$ cat config.mk
export PLATFORM = sky130hd
export DESIGN_NAME = vga_timing_ctrl_flat
export DESIGN_NICKNAME = d
export VERILOG_FILES = /design/src/rtl/vga_timing_pkg.sv /design/src/rtl/vga_timing_ctrl_if.sv /design/src/rtl/vga_axis_timer.sv /design/src/rtl/vga_timing_ctrl.sv /design/src/flat_wrapper.sv
export SDC_FILE = /design/constraint.sdc
export NUM_CORES = 1
export LEC_CHECK = 0
export ABC_AREA = 1
export BUFFER_PORTS_ARGS = -buffer_cell sky130_fd_sc_hd__buf_2
export CORE_MARGIN = 2
export CORE_UTILIZATION = 55
export DETAILED_ROUTE_END_ITERATION = 10
export PLACE_DENSITY = 0.76
export SLEW_MARGIN = 30
export SYNTH_ARGS = -nofsm -noshare
export SYNTH_HDL_FRONTEND = slang
export SYNTH_SLANG_ARGS = --single-unit
$ cat constraint.sdc
create_clock -name clk -period 2.3 [get_ports clk]
set_input_delay 0.46 -clock clk [delete_from_list [all_inputs] [get_ports clk]]
set_output_delay 0.46 -clock clk [all_outputs]
set_load 0.005 [all_outputs]
$ cat src/rtl/vga_timing_pkg.sv
// Shared types, default 640x480@60 timing and phase helpers for the VGA timing controller.
package vga_timing_pkg;

    typedef enum logic [1:0] {
        PH_ACT  = 2'd0,
        PH_FP   = 2'd1,
        PH_SYNC = 2'd2,
        PH_BP   = 2'd3
    } phase_t;

    localparam int DEF_DIV      = 2;
    localparam int DEF_H_ACTIVE = 640;
    localparam int DEF_H_FP     = 16;
    localparam int DEF_H_SYNC   = 96;
    localparam int DEF_H_BP     = 48;
    localparam int DEF_V_ACTIVE = 480;
    localparam int DEF_V_FP     = 10;
    localparam int DEF_V_SYNC   = 2;
    localparam int DEF_V_BP     = 33;

    function automatic int phase_len(phase_t p, int act, int fp, int sync, int bp);
        int len;
        case (p)
            PH_ACT:  len = act;
            PH_FP:   len = fp;
            PH_SYNC: len = sync;
            default: len = bp;
        endcase
        return len;
    endfunction

    // Last count value that belongs to phase p.
    function automatic int phase_end(phase_t p, int act, int fp, int sync, int bp);
        int e;
        case (p)
            PH_ACT:  e = act - 1;
            PH_FP:   e = act + fp - 1;
            PH_SYNC: e = act + fp + sync - 1;
            default: e = act + fp + sync + bp - 1;
        endcase
        return e;
    endfunction

    // Following phase in the cycle, skipping any phase of zero length.
    function automatic phase_t next_phase(phase_t p, int act, int fp, int sync, int bp);
        phase_t n;
        logic   found;
        n     = p;
        found = 1'b0;
        for (int i = 0; i < 4; i++) begin
            if (!found) begin
                n     = phase_t'(n + 2'd1);
                found = phase_len(n, act, fp, sync, bp) > 0;
            end
        end
        return n;
    endfunction

    // Phase that owns the final count of the axis (the reset position).
    function automatic phase_t last_phase(int fp, int sync, int bp);
        phase_t p;
        if (bp > 0)        p = PH_BP;
        else if (sync > 0) p = PH_SYNC;
        else if (fp > 0)   p = PH_FP;
        else               p = PH_ACT;
        return p;
    endfunction

endpackage

$ cat src/rtl/vga_timing_ctrl_if.sv
// Control and pixel-timing bundle of vga_timing_ctrl; frame_cnt exists only with VGA_FRAME_CNT_EN.
interface vga_timing_ctrl_if #(
    parameter int XW = 10,
    parameter int YW = 10
);
    logic          ena;
    logic          restart;
    logic          pix_stb;
    logic          hsync;
    logic          vsync;
    logic          active;
    logic [XW-1:0] x;
    logic [YW-1:0] y;
    logic          line_start;
    logic          frame_start;
`ifdef VGA_FRAME_CNT_EN
    logic [15:0]   frame_cnt;
`endif

    modport master (
`ifdef VGA_FRAME_CNT_EN
        output frame_cnt,
`endif
        input  ena, restart,
        output pix_stb, hsync, vsync, active, x, y, line_start, frame_start
    );

    modport slave (
`ifdef VGA_FRAME_CNT_EN
        input  frame_cnt,
`endif
        output ena, restart,
        input  pix_stb, hsync, vsync, active, x, y, line_start, frame_start
    );
endinterface

$ cat src/rtl/vga_axis_timer.sv
// One timing axis: position counter plus active/porch/sync phase FSM.
// cnt/phase show the state that takes effect at the coming edge so the caller can register outputs in step.
module vga_axis_timer
    import vga_timing_pkg::*;
#(
    parameter int ACTIVE = DEF_H_ACTIVE,
    parameter int FP     = DEF_H_FP,
    parameter int SYNC   = DEF_H_SYNC,
    parameter int BP     = DEF_H_BP,
    parameter int TOTAL  = ACTIVE + FP + SYNC + BP,
    parameter int W      = $clog2(TOTAL)
) (
    input  logic         clk,
    input  logic         rst,
    input  logic         step,
    input  logic         restart,
    output logic [W-1:0] cnt,
    output phase_t       phase,
    output logic         wrap
);
    localparam logic [W-1:0] LAST      = W'(TOTAL - 1);
    localparam phase_t       RST_PHASE = last_phase(FP, SYNC, BP);

    logic [W-1:0] cnt_q, cnt_d;
    phase_t       phase_q, phase_d;
    logic         at_end;

    always_comb begin
        // NOTE: every signal driven here gets a default first so no latch is inferred.
        cnt_d   = cnt_q;
        phase_d = phase_q;
        wrap    = step && (cnt_q == LAST);
        at_end  = cnt_q == W'(phase_end(phase_q, ACTIVE, FP, SYNC, BP));
        if (restart) begin
            cnt_d   = LAST;
            phase_d = RST_PHASE;
        end else if (step) begin
            cnt_d = wrap ? '0 : cnt_q + W'(1);
            if (at_end) phase_d = next_phase(phase_q, ACTIVE, FP, SYNC, BP);
        end
    end

    always_ff @(posedge clk or negedge rst) begin
        if (!rst) begin
            cnt_q   <= LAST;
            phase_q <= RST_PHASE;
        end else begin
            // NOTE: state registers use non-blocking assignment so all flops update together.
            cnt_q   <= cnt_d;
            phase_q <= phase_d;
        end
    end

    assign cnt   = cnt_d;
    assign phase = phase_d;

endmodule

$ cat src/rtl/vga_timing_ctrl.sv
// VGA frame timing: pixel divider, H/V axis timers and registered sync/blank/coordinate outputs.
// Optional 16-bit frame counter enabled by defining VGA_FRAME_CNT_EN.
module vga_timing_ctrl
    import vga_timing_pkg::*;
#(
    parameter int DIV       = DEF_DIV,
    parameter int H_ACTIVE  = DEF_H_ACTIVE,
    parameter int H_FP      = DEF_H_FP,
    parameter int H_SYNC    = DEF_H_SYNC,
    parameter int H_BP      = DEF_H_BP,
    parameter int V_ACTIVE  = DEF_V_ACTIVE,
    parameter int V_FP      = DEF_V_FP,
    parameter int V_SYNC    = DEF_V_SYNC,
    parameter int V_BP      = DEF_V_BP,
    parameter bit HSYNC_POL = 1'b0,
    parameter bit VSYNC_POL = 1'b0
) (
    input  logic              clk,
    input  logic              rst,
    vga_timing_ctrl_if.master bus
);
    localparam int H_TOTAL = H_ACTIVE + H_FP + H_SYNC + H_BP;
    localparam int V_TOTAL = V_ACTIVE + V_FP + V_SYNC + V_BP;
    localparam int XW      = $clog2(H_TOTAL);
    localparam int YW      = $clog2(V_TOTAL);
    localparam int DW      = (DIV > 1) ? $clog2(DIV) : 1;
    localparam logic [DW-1:0] DIV_LAST = DW'(DIV - 1);

    typedef struct packed {
        logic          pix_stb;
        logic          hsync;
        logic          vsync;
        logic          active;
        logic [XW-1:0] x;
        logic [YW-1:0] y;
        logic          line_start;
        logic          frame_start;
    } out_t;

    localparam out_t OUT_RST = '{
        pix_stb: 1'b0, hsync: ~HSYNC_POL, vsync: ~VSYNC_POL, active: 1'b0,
        x: '0, y: '0, line_start: 1'b0, frame_start: 1'b0
    };

    logic [DW-1:0] div_q, div_d;
    logic          tick;
    logic [XW-1:0] h_cnt;
    logic [YW-1:0] v_cnt;
    phase_t        h_phase, v_phase;
    logic          h_wrap, v_wrap;
    out_t          out_q, out_d;

    assign tick = bus.ena && (div_q == DIV_LAST);

    always_comb begin
        div_d = div_q;
        if (bus.restart)  div_d = '0;
        else if (bus.ena) div_d = (div_q == DIV_LAST) ? '0 : div_q + DW'(1);
    end

    vga_axis_timer #(
        .ACTIVE(H_ACTIVE), .FP(H_FP), .SYNC(H_SYNC), .BP(H_BP), .W(XW)
    ) u_h_timer (
        .clk(clk), .rst(rst), .step(tick), .restart(bus.restart),
        .cnt(h_cnt), .phase(h_phase), .wrap(h_wrap)
    );

    vga_axis_timer #(
        .ACTIVE(V_ACTIVE), .FP(V_FP), .SYNC(V_SYNC), .BP(V_BP), .W(YW)
    ) u_v_timer (
        .clk(clk), .rst(rst), .step(tick && h_wrap), .restart(bus.restart),
        .cnt(v_cnt), .phase(v_phase), .wrap(v_wrap)
    );

    // Without a tick the axis state does not move, so outputs recompute to the values they already hold.
    always_comb begin
        out_d = OUT_RST;
        if (!bus.restart) begin
            out_d.pix_stb     = tick;
            out_d.active      = (h_phase == PH_ACT) && (v_phase == PH_ACT);
            out_d.x           = out_d.active ? h_cnt : '0;
            out_d.y           = out_d.active ? v_cnt : '0;
            out_d.hsync       = (h_phase == PH_SYNC) ? HSYNC_POL : ~HSYNC_POL;
            out_d.vsync       = (v_phase == PH_SYNC) ? VSYNC_POL : ~VSYNC_POL;
            out_d.line_start  = h_wrap;
            out_d.frame_start = v_wrap;
        end
    end

    always_ff @(posedge clk or negedge rst) begin
        if (!rst) begin
            div_q <= '0;
            out_q <= OUT_RST;
        end else begin
            div_q <= div_d;
            out_q <= out_d;
        end
    end

    assign bus.pix_stb     = out_q.pix_stb;
    assign bus.hsync       = out_q.hsync;
    assign bus.vsync       = out_q.vsync;
    assign bus.active      = out_q.active;
    assign bus.x           = out_q.x;
    assign bus.y           = out_q.y;
    assign bus.line_start  = out_q.line_start;
    assign bus.frame_start = out_q.frame_start;

`ifdef VGA_FRAME_CNT_EN
    logic [15:0] frame_cnt_q, frame_cnt_d;

    always_comb begin
        frame_cnt_d = frame_cnt_q;
        if (bus.restart)  frame_cnt_d = '0;
        else if (v_wrap)  frame_cnt_d = frame_cnt_q + 16'd1;
    end

    always_ff @(posedge clk or negedge rst) begin
        if (!rst) frame_cnt_q <= '0;
        else      frame_cnt_q <= frame_cnt_d;
    end

    assign bus.frame_cnt = frame_cnt_q;
`endif

endmodule
$ cat src/flat_wrapper.sv
// flat-port wrapper written by rule: the top's interface ports become plain ports
module vga_timing_ctrl_flat import vga_timing_pkg::*;
#(
    parameter int DIV       = DEF_DIV,
    parameter int H_ACTIVE  = DEF_H_ACTIVE,
    parameter int H_FP      = DEF_H_FP,
    parameter int H_SYNC    = DEF_H_SYNC,
    parameter int H_BP      = DEF_H_BP,
    parameter int V_ACTIVE  = DEF_V_ACTIVE,
    parameter int V_FP      = DEF_V_FP,
    parameter int V_SYNC    = DEF_V_SYNC,
    parameter int V_BP      = DEF_V_BP,
    parameter bit HSYNC_POL = 1'b0,
    parameter bit VSYNC_POL = 1'b0
)
  (clk, rst, bus_ena, bus_restart, bus_pix_stb, bus_hsync, bus_vsync, bus_active, bus_x, bus_y, bus_line_start, bus_frame_start);
  vga_timing_ctrl_if bus_i ();
  input  logic clk;
  input  logic rst;
  input wire logic [$bits(bus_i.ena)-1:0] bus_ena;
  input wire logic [$bits(bus_i.restart)-1:0] bus_restart;
  output wire logic [$bits(bus_i.pix_stb)-1:0] bus_pix_stb;
  output wire logic [$bits(bus_i.hsync)-1:0] bus_hsync;
  output wire logic [$bits(bus_i.vsync)-1:0] bus_vsync;
  output wire logic [$bits(bus_i.active)-1:0] bus_active;
  output wire logic [$bits(bus_i.x)-1:0] bus_x;
  output wire logic [$bits(bus_i.y)-1:0] bus_y;
  output wire logic [$bits(bus_i.line_start)-1:0] bus_line_start;
  output wire logic [$bits(bus_i.frame_start)-1:0] bus_frame_start;
  assign bus_i.ena = bus_ena;
  assign bus_i.restart = bus_restart;
  assign bus_pix_stb = bus_i.pix_stb;
  assign bus_hsync = bus_i.hsync;
  assign bus_vsync = bus_i.vsync;
  assign bus_active = bus_i.active;
  assign bus_x = bus_i.x;
  assign bus_y = bus_i.y;
  assign bus_line_start = bus_i.line_start;
  assign bus_frame_start = bus_i.frame_start;
  vga_timing_ctrl #(.DIV(DIV), .H_ACTIVE(H_ACTIVE), .H_FP(H_FP), .H_SYNC(H_SYNC), .H_BP(H_BP), .V_ACTIVE(V_ACTIVE), .V_FP(V_FP), .V_SYNC(V_SYNC), .V_BP(V_BP), .HSYNC_POL(HSYNC_POL), .VSYNC_POL(VSYNC_POL)) u_core (.clk(clk), .rst(rst), .bus(bus_i));
endmodule
==> results_dict.tcl, run 1 <==
set metrics [dict create \
    first_pass_iters 4 \
    cts_tree "yes" \
    io_pins 30 \
    setup_violations 0 \
    drc 0 \
    cpMaxStageDelayCell "dfstp_2" \
    synth_seq_cells 51 \
    synth_top_area_share 0.329 \
    vias 2061 \
    syn_area_mm2 0.00266 \
    die-area_mm2 0.00542 \
    period_needed_ps 2090 \
    row_count 25 \
    worstPathRequired_ps 2490 \
    postLayoutSetupSlackWorst_ps 208 \
    post-route-util 0.642 \
    reg2regPathDepth 11 \
    yosys_warnings 0 \
    hold_path_depth 3 \
    synth.distinct_cells 32 \
    antenna_cells 0 \
    hold_violations 0 \
    final_common_cell "nand2_1" \
    wire_per_inst_um 12.6 \
    start_kind "flop" \
    grtUsageTotal 0.212 \
    power.density_mw_per_mm2 641 \
    dp_hpwl_um 3790 \
    grt_first_pass_wirelength_um 8740 \
    path_cells "ha_1 -> nand2_4 -> nor2_1 -> nand3_1 -> nor2_1 -> nand2_1 -> nand3_2 -> nor2_2 -> nand3_2 -> buf_4 -> nor2_2" \
    cts_max_level 2 \
    p_leak_nw 1.67 \
    initial_core_util 0.568 \
    period_share 0.910 \
    worstPathMaxFanout 11 \
    vias_per_cell 5.06 \
    fmax_mhz 478 \
    globalRouteOverflowTotal 0 \
    place_area_mm2 0.00287 \
    ys_top_cells_by_area "dfrtp_1 (33%), dfstp_2 (16%), nand2_1 (7.8%)" \
    ant_nets 0 \
    path_class "reg -> reg" \
    instances_no_fill 407 \
    worst-path-buf-inv 1 \
    core_area_mm2 0.00469 \
    dp_cells 398 \
    fin_area_mm2 0.00301 \
    pre_cts_ws_ps 159 \
    syn_nets 329 \
    end_kind "flop" \
    outcome "finished, final reports clean" \
    crit_family "simple AND/OR/NAND/NOR gates" \
    seq_area_frac_synth 0.487 \
    drive_gt1_frac 0.289 \
    max-cap-violations 0 \
    layout_common_cells "nand2_1 (55), inv_1 (53), dfrtp_1 (35)" \
    tns_ps 0 \
    clockBufferDepth 2 \
    critical_path_depth 11 \
    peakVddDrop_mv 0.466 \
    portBuffers 29 \
    power_mw 1.93 \
    syn_avg_cell_area_um2 8.40 \
    holdWs_ps 413 \
    synth_top_area_cell "dfrtp_1" \
    clock-sinks 51 \
    gp_congestion 0.895 \
    insertion_delay_ps 300 \
    crit_arrival_ps 2290 \
    die_w_um 73.6 \
    grt_max_degree 27 \
    critPathMaxStageDelay_ps 570 \
    grt_pass1_vias 1890 \
    slew-limit-headroom 0.644 \
    nets 364 \
    final_max_slew_viol_count 0 \
    cts-buffers-inserted 5 \
    clk_pin_slew_ps 90 \
    synthCells 317 \
    rsz0062_at_grt "false" \
    worstMarginPinSlew_ps 534 \
    areaGrowthSynthToFinish_pct 13.1 \
    die_h_um 73.6 \
    skew_ps 5.20 \
    antenna_found_initial 0 \
    cts_setup_buffers 0 \
    routed_wl_um 5130 \
    drt_iter0_drc 146 \
    cts_root_buf "clkbuf_8" \
    hp-class "in -> reg" \
]
cells in the mapped netlist (all sizes together):
| cell | n |
|---|---|
| a32oi | 1 |
| a21oi | 3 |
| a31o | 1 |
| o21ai | 11 |
| nand3 | 28 |
| buf | 5 |
| nor3 | 13 |
| dfstp | 16 |
| nand2 | 60 |
| clkbuf | 3 |
| o211a | 1 |
| inv | 58 |
| nor2 | 61 |
| ha | 8 |
| xnor2 | 1 |
| o21bai | 1 |
| a31oi | 3 |
| xor2 | 2 |
| o21a | 1 |
| nand4 | 5 |
| dfrtp | 35 |
report_power, final:
group	switching, mW	total (mW)	internal [mW]
clock network	0.286	0.638	0.352
logic	0.212	0.322	0.109
registers	0.0288	0.970	0.941
total	0.527	1.93	1.40
state kept, by name, summed over array words and instances (netlist names):
register and cells:
u_core.u_h_timer.cnt_q 10, u_core.div_q 1, u_core.u_h_timer.phase_q 2, u_core.bus.pix_stb 1
u_core.bus.frame_start 1, u_core.bus.line_start 1, u_core.u_v_timer.cnt_q 10, u_core.u_v_timer.phase_q 2
u_core.bus.hsync 1, u_core.bus.vsync 1, u_core.bus.y 10, u_core.bus.active 1
u_core.bus.x 10
cells by family after synthesis:
kind of cell             after synthesis  synth area share
AO/OA/AOI/OAI                         22            0.0493
XOR/XNOR                               3           0.00987
adder cells (fa/ha/maj)                8            0.0376
flip-flops                            51             0.487
buffers and inverters                 66             0.101
AND/OR/NAND/NOR                      167             0.316
routing by layer:
metal / vias up / wire length [um] / share of wire / global-route usage
met5: - / 0 / 0 / 0
met3: 5 / 179 / 0.035 / 0.0412
met4: 0 / 63 / 0.012 / 0.0566
met1: 961 / 2500 / 0.49 / 0.303
met2: 47 / 2390 / 0.47 / 0.331
li1: 1048 / - / - / -
final timing paths:
check / slack, ps / startpoint / to
max: 210 / u_core.u_h_timer.cnt_q[0] / u_core.bus.x[2]
min reg2reg: 530 / u_core.div_q / u_core.div_q
max in group asynchronous: 1200 / rst / u_core.u_v_timer.cnt_q[2]
max reg2reg: 210 / u_core.u_h_timer.cnt_q[0] / u_core.bus.x[2]
min in group asynchronous: 500 / rst / u_core.bus.x[1]
min: 410 / bus_ena / u_core.div_q
repair_timing:
action	in CTS	in global routing
endpoints found under the hold margin	4	0
setup endpoints to repair	0	21
gates resized for setup	0	3
hold buffers	1	0
cell type report:
class / count / area, um2
Fill cell: 419 / 1680
Sequential cell: 51 / 1300
Multi-Input combinational cell: 200 / 1110
Inverter: 58 / 218
Timing Repair Buffer: 36 / 200
Clock buffer: 6 / 82.6
Tap cell: 54 / 67.6
Clock inverter: 2 / 35.0
tightest hold or removal path: cells and delay by family:
family / cells / cell delay, ps
buf+inv: 1 / 90
simple gates: 2 / 120
Power figures use the tool's default switching activity.
==> run 2: changes to the inputs <==
--- a/config.mk
+++ b/config.mk
@@ -14,4 +14,5 @@
 export SLEW_MARGIN = 30
 export SYNTH_ARGS = -nofsm -noshare
 export SYNTH_HDL_FRONTEND = slang
+export SYNTH_HIERARCHICAL = 1
 export SYNTH_SLANG_ARGS = --single-unit
==> run 2 against run 1 <==
Against the previous run:
- the run now ends with setup timing left
- setup slack lost 290 ps
- first-iteration DRC count decreased by 0.68%
- via count shrank 2.9%
- critical path depth rose by 5
- design area fell by 0.66%
- largest power group unchanged
- highest routed layer unchanged
==> results_dict.tcl, run 2 <==
set metrics [dict create \
    async_reset_ff_frac 1.00 \
    worst-path-buf-inv 3 \
    drc 0 \
    clk_pin_slew_ps 90 \
    final_max_slew_viol_count 0 \
    power.density_mw_per_mm2 539 \
    fmax_mhz 421 \
    regArea_mm2 0.00130 \
    initial_core_util 0.579 \
    nets 356 \
    end_kind "flop" \
    grt_first_pass_wirelength_um 8560 \
    drive_gt1_frac 0.328 \
    path_class "reg -> reg" \
    core_area_mm2 0.00441 \
    start_kind "flop" \
    r2r-start "u_core/u_h_timer/cnt_q[1]" \
    cts_tree "yes" \
    syn_nets 309 \
    routed_wl_um 5090 \
    postLayoutSetupSlackWorst_ps -77.3 \
    worstPathRequired_ps 2530 \
    peakVddDrop_mv 0.424 \
    wire_per_inst_um 12.8 \
    die_w_um 72.2 \
    dp_hpwl_um 3740 \
    worstMarginPinSlew_ps 285 \
    first_pass_iters 4 \
    insertion_delay_ps 300 \
    portBuffers 29 \
    hp-class "in -> async" \
    grt_pass1_vias 1963 \
    max-cap-violations 0 \
    setup_violations 21 \
    layout_common_cells "inv_1 (56), nand2_1 (49), dfrtp_1 (35)" \
    fillers 374 \
    path_cells "ha_4 -> nand3_1 -> nor2_1 -> nand3_2 -> inv_2 -> inv_2 -> nor2_4 -> nand3_1 -> nor2_1 -> nand2_1 -> o21ai_1 -> nand3_1 -> nor2_2 -> nand3_2 -> buf_8 -> nor2_2" \
    syn_area_mm2 0.00255 \
    syn_avg_cell_area_um2 8.60 \
    synth_flop_cell "dfrtp_1" \
    grt_max_degree 52 \
    drt_iter0_drc 145 \
    crit_arrival_ps 2610 \
    slew-limit-headroom 0.809 \
    critPathMaxStageDelay_ps 570 \
    die-area_mm2 0.00521 \
    yosysMostFrequentCell "inv_1" \
    cts_max_level 2 \
    p_leak_nw 1.69 \
    grtUsageTotal 0.212 \
    seq_area_frac_synth 0.507 \
    multi_input_area_mm2 0.00104 \
    cts-buffers-inserted 5 \
    gp_congestion 0.850 \
    yosys_warnings 6 \
    globalRouteOverflowTotal 0 \
    cts_root_buf "clkbuf_8" \
    die_h_um 72.2 \
    power_mw 1.61 \
    cpMaxStageDelayCell "dfstp_2" \
    row_count 24 \
    worstPathMaxFanout 11 \
    clock-sinks 51 \
    clockBufferDepth 2 \
    synth_edf_count 0 \
    hold_violations 0 \
    setup.worst_path.start "u_core/u_h_timer/cnt_q[1]" \
    io_pins 30 \
    ys_top_cells_by_area "dfrtp_1 (34%), dfstp_2 (16%), inv_1 (8.7%)" \
    period_share 1.03 \
    synthCells 297 \
    ys_top_cells_by_count "inv_1 (59), nand2_1 (50), dfrtp_1 (35), nor2_1 (28), nand3_1 (24)" \
    skew_ps 7.87 \
    period_needed_ps 2380 \
    areaGrowthSynthToFinish_pct 17.1 \
    final_common_cell "inv_1" \
    rsz0062_at_grt "true" \
    vias 2002 \
    synth_seq_cells 51 \
    synth_top_area_cell "dfrtp_1" \
    synth_top_area_share 0.343 \
    synth.distinct_cells 26 \
    outcome "finished, violations left" \
    crit_family "simple AND/OR/NAND/NOR gates" \
    antenna_cells 0 \
    ant_nets 0 \
    vias_per_cell 5.04 \
    violations "setup timing" \
    post-route-util 0.678 \
    crit_top_cell "nand3_1" \
    antenna_found_initial 0 \
]
run 2: cell count changes in the layout (fill, tap and decap cells not counted), sizes merged, moves of 2 or more:
cell	previous run	this run
nand2	60	53
o21ai	11	13
buf	35	42
a21oi	3	9
a31oi	3	0
nor2	61	54
inv	58	61
clkinvlp	0	2
xor2	2	4
nor3	13	6
run 2: cell type report:
cell class / count / area share
Clock buffer: 5 / 0.0230
Clock inverter: 3 / 0.00669
Inverter: 62 / 0.0778
Multi-Input combinational cell: 182 / 0.348
Sequential cell: 51 / 0.433
Tap cell: 52 / 0.0217
Timing Repair Buffer: 42 / 0.0891
run 2: repair_timing:
action	CTS	global route
cloned	0	0
setup endpoints to repair	21	29
pin swaps	2	1
hold endpoints to repair	0	0
gates resized for setup	3	3
buffers inserted	1	1
hold buffers	0	0
run 2: worst reg2reg max path: cells and delay by family (launching register included):
kind / cells / cell delay, ps
AND/OR/NAND/NOR: 11 / 1140
flip-flops: 1 / 570
buffers and inverters: 3 / 300
adder cells (fa/ha/maj): 1 / 150
AO/OA/AOI/OAI: 1 / 150
run 2: report_power, final:
group / total, mW / switching [mW] / internal (mW) / leakage [nW]
clock: 0.496 / 0.284 / 0.212 / 0.0402
sequential: 0.944 / 0.0184 / 0.926 / 0.656
combinational: 0.173 / 0.115 / 0.0583 / 0.993
run 2: cell families after synthesis:
logic type | Yosys count | synth area share
buffers and inverters | 64 | 0.0999
flip-flops | 51 | 0.507
AO/OA/AOI/OAI | 23 | 0.0475
AND/OR/NAND/NOR | 146 | 0.289
adder cells (fa/ha/maj) | 8 | 0.0392
XOR/XNOR | 5 | 0.0171
run 2: worst paths after layout:
| kind | cells past startpoint | to | slack, ps |
|---|---|---|---|
| worst max-delay path | 16 | u_core/bus.x[4] | -80 |
| worst min-delay path | 2 | u_core/bus.line_start | 130 |
| worst max register to register | 16 | u_core/bus.x[4] | -80 |
| worst min register to register | 2 | u_core/u_h_timer/phase_q[0] | 560 |
| max in group asynchronous | 2 | u_core/u_h_timer/cnt_q[3] | 1890 |
| min in group clk | 3 | u_core/div_q | 480 |
run 2: per-stage QoR:
stage | hold WS (ps) | setup WS, ps | area (um2) | std cells | TNS [ps]
floorplan | 164 | 10.3 | 2580 | 297 | 0
global placement | 467 | 45.3 | 2860 | 387 | 0
detailed placement | 467 | -45.4 | 2860 | 387 | -501
CTS | 131 | -30.8 | 2970 | 396 | -315
global route | 145 | -259 | 2990 | 397 | -4900
finish | 129 | -77.3 | 2990 | 397 | -1110
run 2: routing by layer:
metal	global-route usage	up-vias	part of all wire
li1	-	1002	-
met1	0.261	944	0.44
met2	0.357	52	0.51
met3	0.0611	4	0.041
met4	0.0776	0	0.0059
met5	0	-	0
